===== config.mk =====
export PLATFORM = sky130hd
export DESIGN_NAME = instruction_fetch_unit
export DESIGN_NICKNAME = d
export VERILOG_FILES = /design/src/rtl/mips_pkg.sv /design/src/rtl/pc_register.sv /design/src/rtl/instruction_fetch_unit.sv
export SDC_FILE = /design/constraint.sdc
export NUM_CORES = 1
export LEC_CHECK = 0
export CORE_UTILIZATION = 47
export CTS_BUF_LIST = sky130_fd_sc_hd__clkbuf_4
export DETAILED_ROUTE_END_ITERATION = 6
export PLACE_DENSITY = 0.93
export SLEW_MARGIN = 20
export SYNTH_ARGS = -nofsm -noshare
export SYNTH_HDL_FRONTEND = slang
export SYNTH_SLANG_ARGS = --single-unit

===== constraint.sdc =====
create_clock -name clk -period 6.36 [get_ports clk]
set_input_delay 1.908 -clock clk [delete_from_list [all_inputs] [get_ports clk]]
set_output_delay 1.908 -clock clk [all_outputs]
set_load 0.05 [all_outputs]

===== src/rtl/mips_pkg.sv =====
// Shared MIPS datapath definitions: reset PC, primary opcode values and the
// fetch-unit state encoding.
package mips_pkg;

    localparam logic [31:0] RESET_PC_DEFAULT = 32'h0040_0000;

    localparam logic [5:0] R_TYPE      = 6'h00;
    localparam logic [5:0] I_TYPE_ADDI = 6'h08;
    localparam logic [5:0] I_TYPE_ORI  = 6'h0D;

    typedef enum logic [1:0] {
        ST_IDLE  = 2'd0,
        ST_FETCH = 2'd1,
        ST_VALID = 2'd2
    } fetch_state_t;

endpackage


===== src/rtl/pc_register.sv =====
// Program counter storage: asynchronously reset register with load enable.
module pc_register #(
    parameter int               WIDTH     = 32,
    parameter logic [WIDTH-1:0] RESET_VAL = '0
) (
    input  logic             clk,
    input  logic             reset,
    input  logic             load_en,
    input  logic [WIDTH-1:0] d,
    output logic [WIDTH-1:0] q
);

    always_ff @(posedge clk or posedge reset) begin
        if (reset) begin
            q <= RESET_VAL;
        end else if (load_en) begin
            q <= d;
        end
    end

endmodule


===== src/rtl/instruction_fetch_unit.sv =====
// Instruction fetch: owns the PC, reads one word per instruction over a
// req/ack handshake and holds it for decode until it is consumed.
module instruction_fetch_unit
    import mips_pkg::*;
#(
    parameter int               WIDTH    = 32,
    parameter logic [WIDTH-1:0] RESET_PC = RESET_PC_DEFAULT
) (
    input  logic             clk,
    input  logic             reset,
    output logic             imem_req_o,
    output logic [WIDTH-1:0] imem_addr_o,
    input  logic             imem_ack_i,
    input  logic [WIDTH-1:0] imem_rdata_i,
    input  logic             stall_i,
    input  logic             branch_taken_i,
    input  logic [WIDTH-1:0] branch_target_i,
    output logic             instr_valid_o,
    output logic [WIDTH-1:0] instr_o,
    output logic [5:0]       opcode_o,
    output logic [WIDTH-1:0] pc_o,
    output logic [WIDTH-1:0] pc_plus4_o,
    output logic             misalign_o,
    output logic [31:0]      instr_count_o
);

    fetch_state_t     state_r, state_nxt;
    logic             capture, consume;
    logic [WIDTH-1:0] pc_r, pc_nxt, instr_r;
    logic [31:0]      count_r;
    logic             misalign_r;

    function automatic logic [WIDTH-1:0] word_align(input logic [WIDTH-1:0] addr);
        return {addr[WIDTH-1:2], 2'b00};
    endfunction

    always_ff @(posedge clk or posedge reset) begin
        if (reset) begin
            state_r <= ST_IDLE;
        end else begin
            state_r <= state_nxt;
        end
    end

    always_comb begin
        state_nxt = state_r;
        case (state_r)
            ST_IDLE:  state_nxt = ST_FETCH;
            ST_FETCH: if (imem_ack_i) state_nxt = ST_VALID;
            ST_VALID: if (!stall_i) state_nxt = ST_FETCH;
            default:  state_nxt = ST_IDLE;
        endcase
    end

    assign capture = (state_r == ST_FETCH) && imem_ack_i;
    assign consume = (state_r == ST_VALID) && !stall_i;
    assign pc_nxt  = branch_taken_i ? word_align(branch_target_i) : pc_r + WIDTH'(4);

    pc_register #(
        .WIDTH     (WIDTH),
        .RESET_VAL (RESET_PC)
    ) u_pc (
        .clk     (clk),
        .reset   (reset),
        .load_en (consume),
        .d       (pc_nxt),
        .q       (pc_r)
    );

    // Reset value of the latch decodes as R-type; consumers gate on instr_valid_o.
    always_ff @(posedge clk or posedge reset) begin
        if (reset) begin
            instr_r    <= {R_TYPE, {(WIDTH-6){1'b0}}};
            count_r    <= '0;
            misalign_r <= 1'b0;
        end else begin
            if (capture) begin
                instr_r <= imem_rdata_i;
            end
            if (consume) begin
                count_r <= count_r + 32'd1;
                if (branch_taken_i && (branch_target_i[1:0] != 2'b00)) begin
                    misalign_r <= 1'b1;
                end
            end
        end
    end

    assign imem_req_o    = (state_r == ST_FETCH);
    assign imem_addr_o   = pc_r;
    assign instr_valid_o = (state_r == ST_VALID);
    assign instr_o       = instr_r;
    assign opcode_o      = instr_r[WIDTH-1 -: 6];
    assign pc_o          = pc_r;
    assign pc_plus4_o    = pc_r + WIDTH'(4);
    assign misalign_o    = misalign_r;
    assign instr_count_o = count_r;

endmodule

==> flow_summary.toml, run 1 <==
[synth]
ys_warn_count = 0
yosys.area.top_type = "dfrtp_1"
synthDominantCellAreaShare_pct = 43.6
synth_area_per_cell_um2 = 9.80
syn_area_mm2 = 0.00551
seq_area_frac_synth_pct = 44.1
yosys-top-cells-area = "dfrtp_1 (44%), mux2_2 (6.5%), buf_4 (5.7%)"
synth_edf_count = 0
synth_most_common_cell = "dfrtp_1"
ys_types = 53
synthFlopType = "dfrtp_1"
synth_async_sr_flop_share_pct = 100
ys_seq_elements = 97
yosys-top-cells-count = "dfrtp_1 (96), buf_4 (42), nand3_1 (35)"
syn-instance-count = 562

[critical_path]
reg2reg_from = "u_pc.q[2]"
required_ns = 4.45
critPathSlowestCell = "clkdlybuf4s50_1"
worstPathArrival_ns = 3.45
worst_setup_path_start_kind = "flop"
max_stage_delay_ns = 0.83
r2r_end = "u_pc.q[22]"
cp_cell_sequence = "ha_1 -> nand4_1 -> nor3_1 -> nand4_1 -> xnor2_1 -> clkdlybuf4s50_1"
worstPathMaxFanout = 7
critical_path.most_common_cell = "nand4_1"
end_kind = "output port"
r2r_slack_ns = 3.95
path_class = "reg -> out"
r2r_cells = 5

[min_path]
holdPathEnd = "instr_count_o[31]"
min_path_type = "reg -> reg"
hp-start = "instr_count_o[31]"
min_path_cells = 1

[clock_network]
cts-root-buf = "clkbuf_4"
cts.reportedPaths.clkPinSlew_ns = 0.15
clock_path_buffers = 2
postCtsSetupBuffers = 0
cts_tree = "done"
clk_latency_ns = 0.45
postCtsHoldBufs = 0
ctsResizeCount = 0
clock_sinks = 97
cts_made_buffers = 9
htreeDepth = 3

[placed_design]
portBuffers = 231
dp_hpwl_mm = 11.7
gp_congestion = 0.857
placed_area_mm2 = 0.00759

[grt]
overflow = 0
grt.total_usage_pct = 25.5
antenna_found_initial = 0
grt_max_degree = 58
grt_pass1_vias = 4837
grt_pass1_wl_mm = 23.7

[cells_and_area]
area_growth_syn_to_layout_pct = 40.4
nets = 808
drive_gt1_share_pct = 8.63
fillers = 903
finalInstanceArea_mm2 = 0.00773

[floorplanning]
die_w_um = 110
initial_core_util_pct = 48.2
io_pins = 238
num_rows = 39
coreArea_mm2 = 0.0114
fp.dieH_um = 110
die_area_mm2 = 0.0122

[run_status]
status = "completed"

[timing]
timing.final.crit_period_ns = 5.36
fin_worst_skew_ns = 0.0208
max_slew_margin_pct = 39.8
finalCritPeriodShare_pct = 84.2
fmax_ghz = 0.187
hold_viol = 0
setup_viol = 0
fin_setup_tns_ns = 0
rsz0062_at_grt = "no"
worst_slew_pin_slew_ns = 0.903
finalMaxSlewViolations = 0

[drt]
first_iter_violations = 246
final_antenna_net_count = 0
drc_errors = 0
avgViaCountPerCell = 5.71
vias = 5060
wl_per_cell_um = 17.9
dr.pass1.iters = 6
drt-total-wl_mm = 15.9

[run]
max_cap_violations = 0

[power_and_ir_drop]
ir_worst_vdd_mv = 0.389
power_uw = 3680
p_leak_uw = 0.00319
power_per_cell_area_mw_per_mm2 = 476
[through the flow]
step	hold slack [ns]	util, %	setup WS [ns]	std cells
after CTS	0.489	67.7	1.07	885
after floorplan	0.499	-	1.73	567
final	0.486	67.7	1.00	886
after detailed placement	0.463	66.4	1.58	869
after global routing	0.523	67.7	0.844	885
after global placement	0.459	66.4	1.69	869
[where the power goes]
| group | internal (µW) | switching, µW | leakage (µW) |
|---|---|---|---|
| Clock | 127 | 213 | 0.0000811 |
| Sequential | 791 | 220 | 0.00114 |
| Combinational | 787 | 1540 | 0.00197 |
| Total | 1700 | 1970 | 0.00319 |
[metal layers]
layer / wire [µm] / up-vias / share of wire (%) / global-route usage [%]
met4: 376 / 0 / 2.4 / 10.6
met2: 7720 / 283 / 49 / 43.0
met1: 6180 / 2426 / 39 / 29.9
met3: 1630 / 38 / 10 / 7.82
li1: - / 2313 / - / -
met5: 0 / - / 0 / 0
[state kept, by name, indices dropped and copies added, names as in the netlist]
name and count:
state_r 2, u_pc.q 30, instr_o 32, instr_count_o 32, misalign_o 1
[how the worst max path moves through the flow]
stage | from | to | slack (ns) | cells after the start
2_1_floorplan | u_pc.q[4] | pc_plus4_o[29] | 1.73 | 6
3_3_place_gp | u_pc.q[7] | pc_plus4_o[19] | 1.69 | 5
3_5_place_dp | u_pc.q[2] | pc_plus4_o[26] | 1.58 | 6
4_1_cts | u_pc.q[2] | pc_plus4_o[26] | 1.07 | 6
5_1_grt | u_pc.q[2] | pc_plus4_o[22] | 0.84 | 6
6_report | u_pc.q[2] | pc_plus4_o[26] | 1.00 | 6
[placed cells by master (no fill, tap or decap), types with 6 or more instances in the layout]
master,count
a21oi_1,16
a311o_1,6
a31oi_1,6
and3_1,18
and4_1,9
clkbuf_4,10
clkdlybuf4s50_1,230
conb_1,6
dfrtp_1,96
inv_1,16
mux2_2,32
nand2_1,34
nand3_1,35
nand4_1,15
nor2_1,20
nor3_1,22
nor4_1,10
o211ai_1,14
o21ai_0,14
o311ai_0,6
or3_1,12
xnor2_1,32
xor2_1,26
[cell families (layout without fill, tap and decap cells)]
kind of cell | after synthesis | in the layout | share of synthesized area [%]
buffers and inverters | 94 | 269 | 9.63
and+or+nand+nor | 199 | 199 | 20.1
xor gates and xnor gates | 58 | 58 | 9.23
AOI/OAI and AO/OA | 77 | 77 | 9.52
other | 1 | 7 | 0.0681
adders and majority gates | 2 | 2 | 0.454
DFF | 97 | 97 | 44.1
muxes | 34 | 34 | 6.91
[critical path, delay by kind of cell (launching register included)]
family	cells	cell delay, ns
flops	1	0.53
simple gates	3	1.13
buf+inv	1	0.83
xor+xnor	1	0.20
fa+ha+maj	1	0.31
[final cells by class]
type                            count  area [µm²]  share of cell area [%]
Timing Repair Buffer              235        2340                    30.2
Inverter                           18        70.1                   0.906
Multi-Input combinational cell    376        2570                    33.3
Antenna cell                        1        2.50                  0.0324
Tap cell                          143         179                    2.31
Sequential cell                    97        2430                    31.4
Clock buffer                       10        75.1                   0.971
Clock inverter                      6        66.3                   0.858
Power figures use the tool's default switching activity.
==> inputs of run 2 (changes only) <==
--- a/config.mk
+++ b/config.mk
@@ -5,10 +5,10 @@
 export SDC_FILE = /design/constraint.sdc
 export NUM_CORES = 1
 export LEC_CHECK = 0
-export CORE_UTILIZATION = 47
+export CORE_UTILIZATION = 44
 export CTS_BUF_LIST = sky130_fd_sc_hd__clkbuf_4
 export DETAILED_ROUTE_END_ITERATION = 6
-export PLACE_DENSITY = 0.93
+export PLACE_DENSITY = 0.88
 export SLEW_MARGIN = 20
 export SYNTH_ARGS = -nofsm -noshare
 export SYNTH_HDL_FRONTEND = slang
==> constraint.sdc (replaced) <==
create_clock -name clk -period 5.6 [get_ports clk]
set_input_delay 1.68 -clock clk [delete_from_list [all_inputs] [get_ports clk]]
set_output_delay 1.68 -clock clk [all_outputs]
set_load 0.05 [all_outputs]
==> run 2 against run 1 <==
Net effect:
- first-iteration DRC count is 51% higher
- sequential share of layout area fell by 0.091 points
- register-to-register slack lost 0.75 ns
- die area up 6.7%
- global-route usage down 0.43 points
- sequential power rose by 13%
- sequential cell count did not move
- critical path depth is the same
- combinational power is 14% higher
- critical endpoint is now pc_plus4_o[24]
- largest cell class unchanged
==> flow_summary.toml, run 2 (synthesis gave the netlist of run 1 again) <==
[run_status]
status = "completed"

[critical_path]
worst_setup_path_start_kind = "flop"
worstPathArrival_ns = 3.48
r2r_slack_ns = 3.20
worstPathMaxFanout = 7
path_class = "reg -> out"
end_kind = "output port"
required_ns = 3.92

[timing]
max_slew_margin_pct = 34.5
setup_viol = 0
worst_slew_pin_slew_ns = 0.974
finalMaxSlewViolations = 0
rsz0062_at_grt = "no"
hold_viol = 0
finalCritPeriodShare_pct = 92.2
fmax_ghz = 0.194
timing.final.crit_period_ns = 5.16
fin_worst_skew_ns = 0.0207
fin_setup_tns_ns = 0

[floorplanning]
die_w_um = 114
fp.dieH_um = 114
num_rows = 40
initial_core_util_pct = 45.5
die_area_mm2 = 0.0130
coreArea_mm2 = 0.0121
io_pins = 238

[power_and_ir_drop]
p_leak_uw = 0.00318
ir_worst_vdd_mv = 0.372
power_per_cell_area_mw_per_mm2 = 539

[grt]
overflow = 0
grt_pass1_vias = 4881
grt.total_usage_pct = 25.0
antenna_found_initial = 0
grt_pass1_wl_mm = 25.5
grt_max_degree = 72

[drt]
final_antenna_net_count = 0
vias = 4978
drc_errors = 0
avgViaCountPerCell = 5.48
drt-total-wl_mm = 16.0
dr.pass1.iters = 6
first_iter_violations = 371
wl_per_cell_um = 17.6

[cells_and_area]
fin_util_pct = 64.0
layout_common_cells = "clkdlybuf4s50_1 (230), dfrtp_1 (96), nand3_1 (35)"
nets = 807
layout_commonest_cell = "clkdlybuf4s50_1"
drive_gt1_share_pct = 8.37
area_growth_syn_to_layout_pct = 40.8
diodes = 0

[placed_design]
dp_hpwl_mm = 11.6
portBuffers = 231
gp_congestion = 0.854

[clock_network]
cts_tree = "done"
clock_path_buffers = 2
postCtsHoldBufs = 0
clk_latency_ns = 0.47
postCtsSetupBuffers = 0
htreeDepth = 3
cts-root-buf = "clkbuf_4"
cts.reportedPaths.clkPinSlew_ns = 0.16
ctsResizeCount = 0
cts_made_buffers = 9
clock_sinks = 97

[run]
max_cap_violations = 0

[min_path]
min_path_type = "reg -> reg"
## run 2: changes by cell type in the layout (fill, tap and decap cells not counted)
cell	change
clkinv_2	-1
diode_2	-1
clkinv_1	+1
buf_2	-1
## run 2: critical path: stages (launching register included)
cell and delay, ns:
dfrtp_1 0.50, ha_1 0.31, nand4_1 0.24, nor3_1 0.61, nand4_1 0.23, xnor2_1 0.27
clkdlybuf4s50_1 0.85
## run 2: worst paths after layout
path                       cells past startpoint               from           endpoint
max in group asynchronous                      3              reset         instr_o[6]
min reg2reg                                    1  instr_count_o[31]  instr_count_o[31]
max reg2reg                                    5          u_pc.q[2]         u_pc.q[22]
max                                            6          u_pc.q[2]     pc_plus4_o[24]
min in group asynchronous                      2              reset  instr_count_o[26]
min                                            1  instr_count_o[31]  instr_count_o[31]
## run 2: stage by stage
step	instance area [µm²]	instances	worst slack [ns]	hold slack [ns]	power [µW]
floorplan	5530	567	1.20	0.499	3020
global placement	7610	893	1.14	0.459	3750
detailed placement	7610	893	1.06	0.464	3800
CTS	7750	909	0.513	0.490	4200
global route	7750	909	0.254	0.510	4370
finish	7750	909	0.438	0.491	4180
## run 2: final cells by class
class | instances | area [µm²]
sequential | 97 | 2430
clock buffer | 10 | 75.1
tap | 168 | 210
clock inverter | 6 | 65.1
timing repair buffer | 234 | 2330
inverter | 18 | 70.1
multi-input combinational | 376 | 2570
fill | 986 | 4360
## run 2: routing by layer
layer | track usage (%) | vias up | wire length [µm]
li1 | - | 2299 | -
met1 | 31.3 | 2412 | 6560
met2 | 41.5 | 239 | 7690
met3 | 6.64 | 28 | 1350
met4 | 9.35 | 0 | 366
met5 | 0 | - | 0
## run 2: power breakdown
group | internal [µW] | total, µW | switching (µW)
logic | 894 | 2650 | 1750
clock network | 143 | 390 | 247
registers | 898 | 1140 | 244
total | 1930 | 4180 | 2250
==> inputs of run 3 (changes only) <==
--- a/config.mk
+++ b/config.mk
@@ -5,10 +5,13 @@
 export SDC_FILE = /design/constraint.sdc
 export NUM_CORES = 1
 export LEC_CHECK = 0
-export CORE_UTILIZATION = 44
+export ABC_AREA = 1
+export CORE_UTILIZATION = 45
 export CTS_BUF_LIST = sky130_fd_sc_hd__clkbuf_4
 export DETAILED_ROUTE_END_ITERATION = 6
-export PLACE_DENSITY = 0.88
+export HOLD_SLACK_MARGIN = 0.05
+export PLACE_DENSITY = 0.89
+export RECOVER_POWER = 100
 export SLEW_MARGIN = 20
 export SYNTH_ARGS = -nofsm -noshare
 export SYNTH_HDL_FRONTEND = slang
==> run 3 against run 2 <==
Net effect:
- the flow now finishes with violations (capacitance limit, slew limit)
- power up 14%
- die area grew 0.78%
- critical path depth grew 2
- largest cell class unchanged
==> flow_summary.toml, run 3 <==
[run_status]
status = "finished, violations left"
violations = "capacitance limit, slew limit"

[floorplanning]
fp.dieH_um = 114
io_pins = 238
num_rows = 40
die_area_mm2 = 0.0131
initial_core_util_pct = 46.7
coreArea_mm2 = 0.0122
die_w_um = 114

[run]
max_cap_violations = 2

[timing]
fin_worst_skew_ns = 0.0107
fmax_ghz = 0.219
finalCritPeriodShare_pct = 81.4
finalMaxSlewViolations = 50
fin_setup_tns_ns = 0
setup_viol = 0
setup_slack_ns = 1.04
rsz0062_at_grt = "no"
worst_slew_pin_slew_ns = 2.08
hold_viol = 0
max_slew_margin_pct = -39.4
timing.final.crit_period_ns = 4.56

[grt]
grt.total_usage_pct = 23.2
grt_max_degree = 59
antenna_found_initial = 1
grt_pass1_vias = 4962
grt_pass1_wl_mm = 23.7
overflow = 0

[power_and_ir_drop]
p_comb_share_pct = 67.7
p_leak_uw = 0.00374
power_uw = 4760
clockPowerShare_pct = 7.3
swShare_pct = 58.7
power_switching_uw = 2790
power.internal_uw = 1970
ir_worst_vdd_mv = 0.375
pwr-share-seq_pct = 24.9
power_per_cell_area_mw_per_mm2 = 603

[cells_and_area]
drive_gt1_share_pct = 7.89
nets = 966
area_growth_syn_to_layout_pct = 39.0
layout_common_cells = "nand2_1 (209), dlygate4sd3_1 (166), dfrtp_1 (96)"
layout_commonest_cell = "nand2_1"

[critical_path]
cp-startpoint = "u_pc.q[3]"
reg2reg_from = "state_r[0]"
r2r_end = "instr_count_o[23]"
path_class = "reg -> out"
r2r_cells = 8
cp-endpoint = "pc_plus4_o[20]"
end_kind = "output port"
required_ns = 3.92
r2r_slack_ns = 2.94
worst_setup_path_start_kind = "flop"
worstPathArrival_ns = 2.88
worstPathMaxFanout = 6

[clock_network]
clock_sinks = 97
clk_latency_ns = 0.45
htreeDepth = 3
postCtsHoldBufs = 0
cts-root-buf = "clkbuf_4"
ctsResizeCount = 0
cts.reportedPaths.clkPinSlew_ns = 0.16
cts_made_buffers = 9
postCtsSetupBuffers = 0
cts_tree = "done"
clock_path_buffers = 2

[synth]
synth_top_family_by_area = "simple AND/OR/NAND/NOR gates"
yosys-top-cells-count = "nand2_1 (207), dfrtp_1 (96), nor2_1 (79)"
synth_async_sr_flop_share_pct = 100
synth_most_common_cell = "nand2_1"
synth_area_per_cell_um2 = 8.09
synth_compound_area_share_pct = 4.74
muxShareOfSynthArea_pct = 6.35
synthDominantCellAreaShare_pct = 42.3
ys_seq_elements = 97
synthAdderAreaFrac_pct = 0.441
seq_area_frac_synth_pct = 42.8
syn_area_mm2 = 0.00568
yosys-top-cells-area = "dfrtp_1 (42%), nand2_1 (14%), mux2_2 (6.3%)"
yosys.area.top_type = "dfrtp_1"
synthFlopType = "dfrtp_1"
synth_xor_area_share_pct = 5.09
ys_warn_count = 0
ys_types = 42
syn-instance-count = 702
synth-simple-area-share_pct = 29.6
synth_edf_count = 0

[drt]
final_antenna_net_count = 0
avgViaCountPerCell = 4.89
dr.pass1.iters = 5
drc_errors = 0
vias = 5226
drt-total-wl_mm = 15.0
wl_per_cell_um = 14.0
first_iter_violations = 317

[placed_design]
portBuffers = 231
gp_congestion = 0.873
place_ws_ns = 1.64
dp_hpwl_mm = 11.5

[min_path]
hp-start = "misalign_o"
min_path_type = "reg -> reg"
==> run 3: critical path: stages, from the launching register on <==
cell and delay (ns):
dfrtp_1 0.47, ha_1 0.26, nand2_2 0.07, nor2_2 0.18, nand3_1 0.24, nor2_1 0.16, nand2_1 0.08, nand2_1 0.08
dlygate4sd3_1 0.89
==> run 3: final cells by class <==
type	instances	area [µm²]
multi-input cells	492	2570
clock inverters	7	50.0
fillers	1028	4270
flip-flops and latches	97	2430
repair buffers	235	2330
well taps	168	210
inverters	60	226
clock buffers	9	67.6
diodes	1	2.50
==> run 3: kinds of logic (layout without fill, tap and decap cells) <==
group | count (synthesis) | after routing
buffers and inverters | 118 | 311
muxes | 32 | 32
AOI/OAI and AO/OA | 44 | 44
xor gates and xnor gates | 33 | 33
DFF | 97 | 97
adders and majority gates | 2 | 2
other | 1 | 7
and+or+nand+nor | 375 | 375
==> run 3: power groups by stage <==
stage                     Sequential [µW]  Clock, µW  Combinational (µW)
after floorplan                      1970          0                1660
after global placement               1200          0                3380
after detailed placement             1220          0                3400
after CTS                            1200        366                3410
after global routing                 1230        382                3370
final                                1190        349                3220
==> run 3: worst min path at each step <==
stage | endpoint | slack, ns | depth (start not counted)
3_3_place_gp | misalign_o | 0.46 | 1
2_1_floorplan | state_r[0] | 0.54 | 1
6_report | misalign_o | 0.49 | 1
3_5_place_dp | misalign_o | 0.47 | 1
5_1_grt | misalign_o | 0.50 | 1
4_1_cts | misalign_o | 0.50 | 1
==> run 3: metrics by stage <==
step                std cells  area [µm²]  hold WS [ns]  util, %
global route             1069        7890         0.500     64.9
detailed placement       1052        7860         0.465     64.6
finish                   1069        7890         0.491     64.9
global placement         1052        7860         0.462     64.6
CTS                      1068        7980         0.501     65.6
floorplan                 707        5700         0.541        -
==> run 3: metal layers <==
metal	GRT usage (%)	up-vias	part of all wire (%)
li1	-	2553	-
met1	27.9	2438	41
met2	41.0	207	51
met3	5.45	28	6.3
met4	7.19	0	1.9
met5	0	-	0
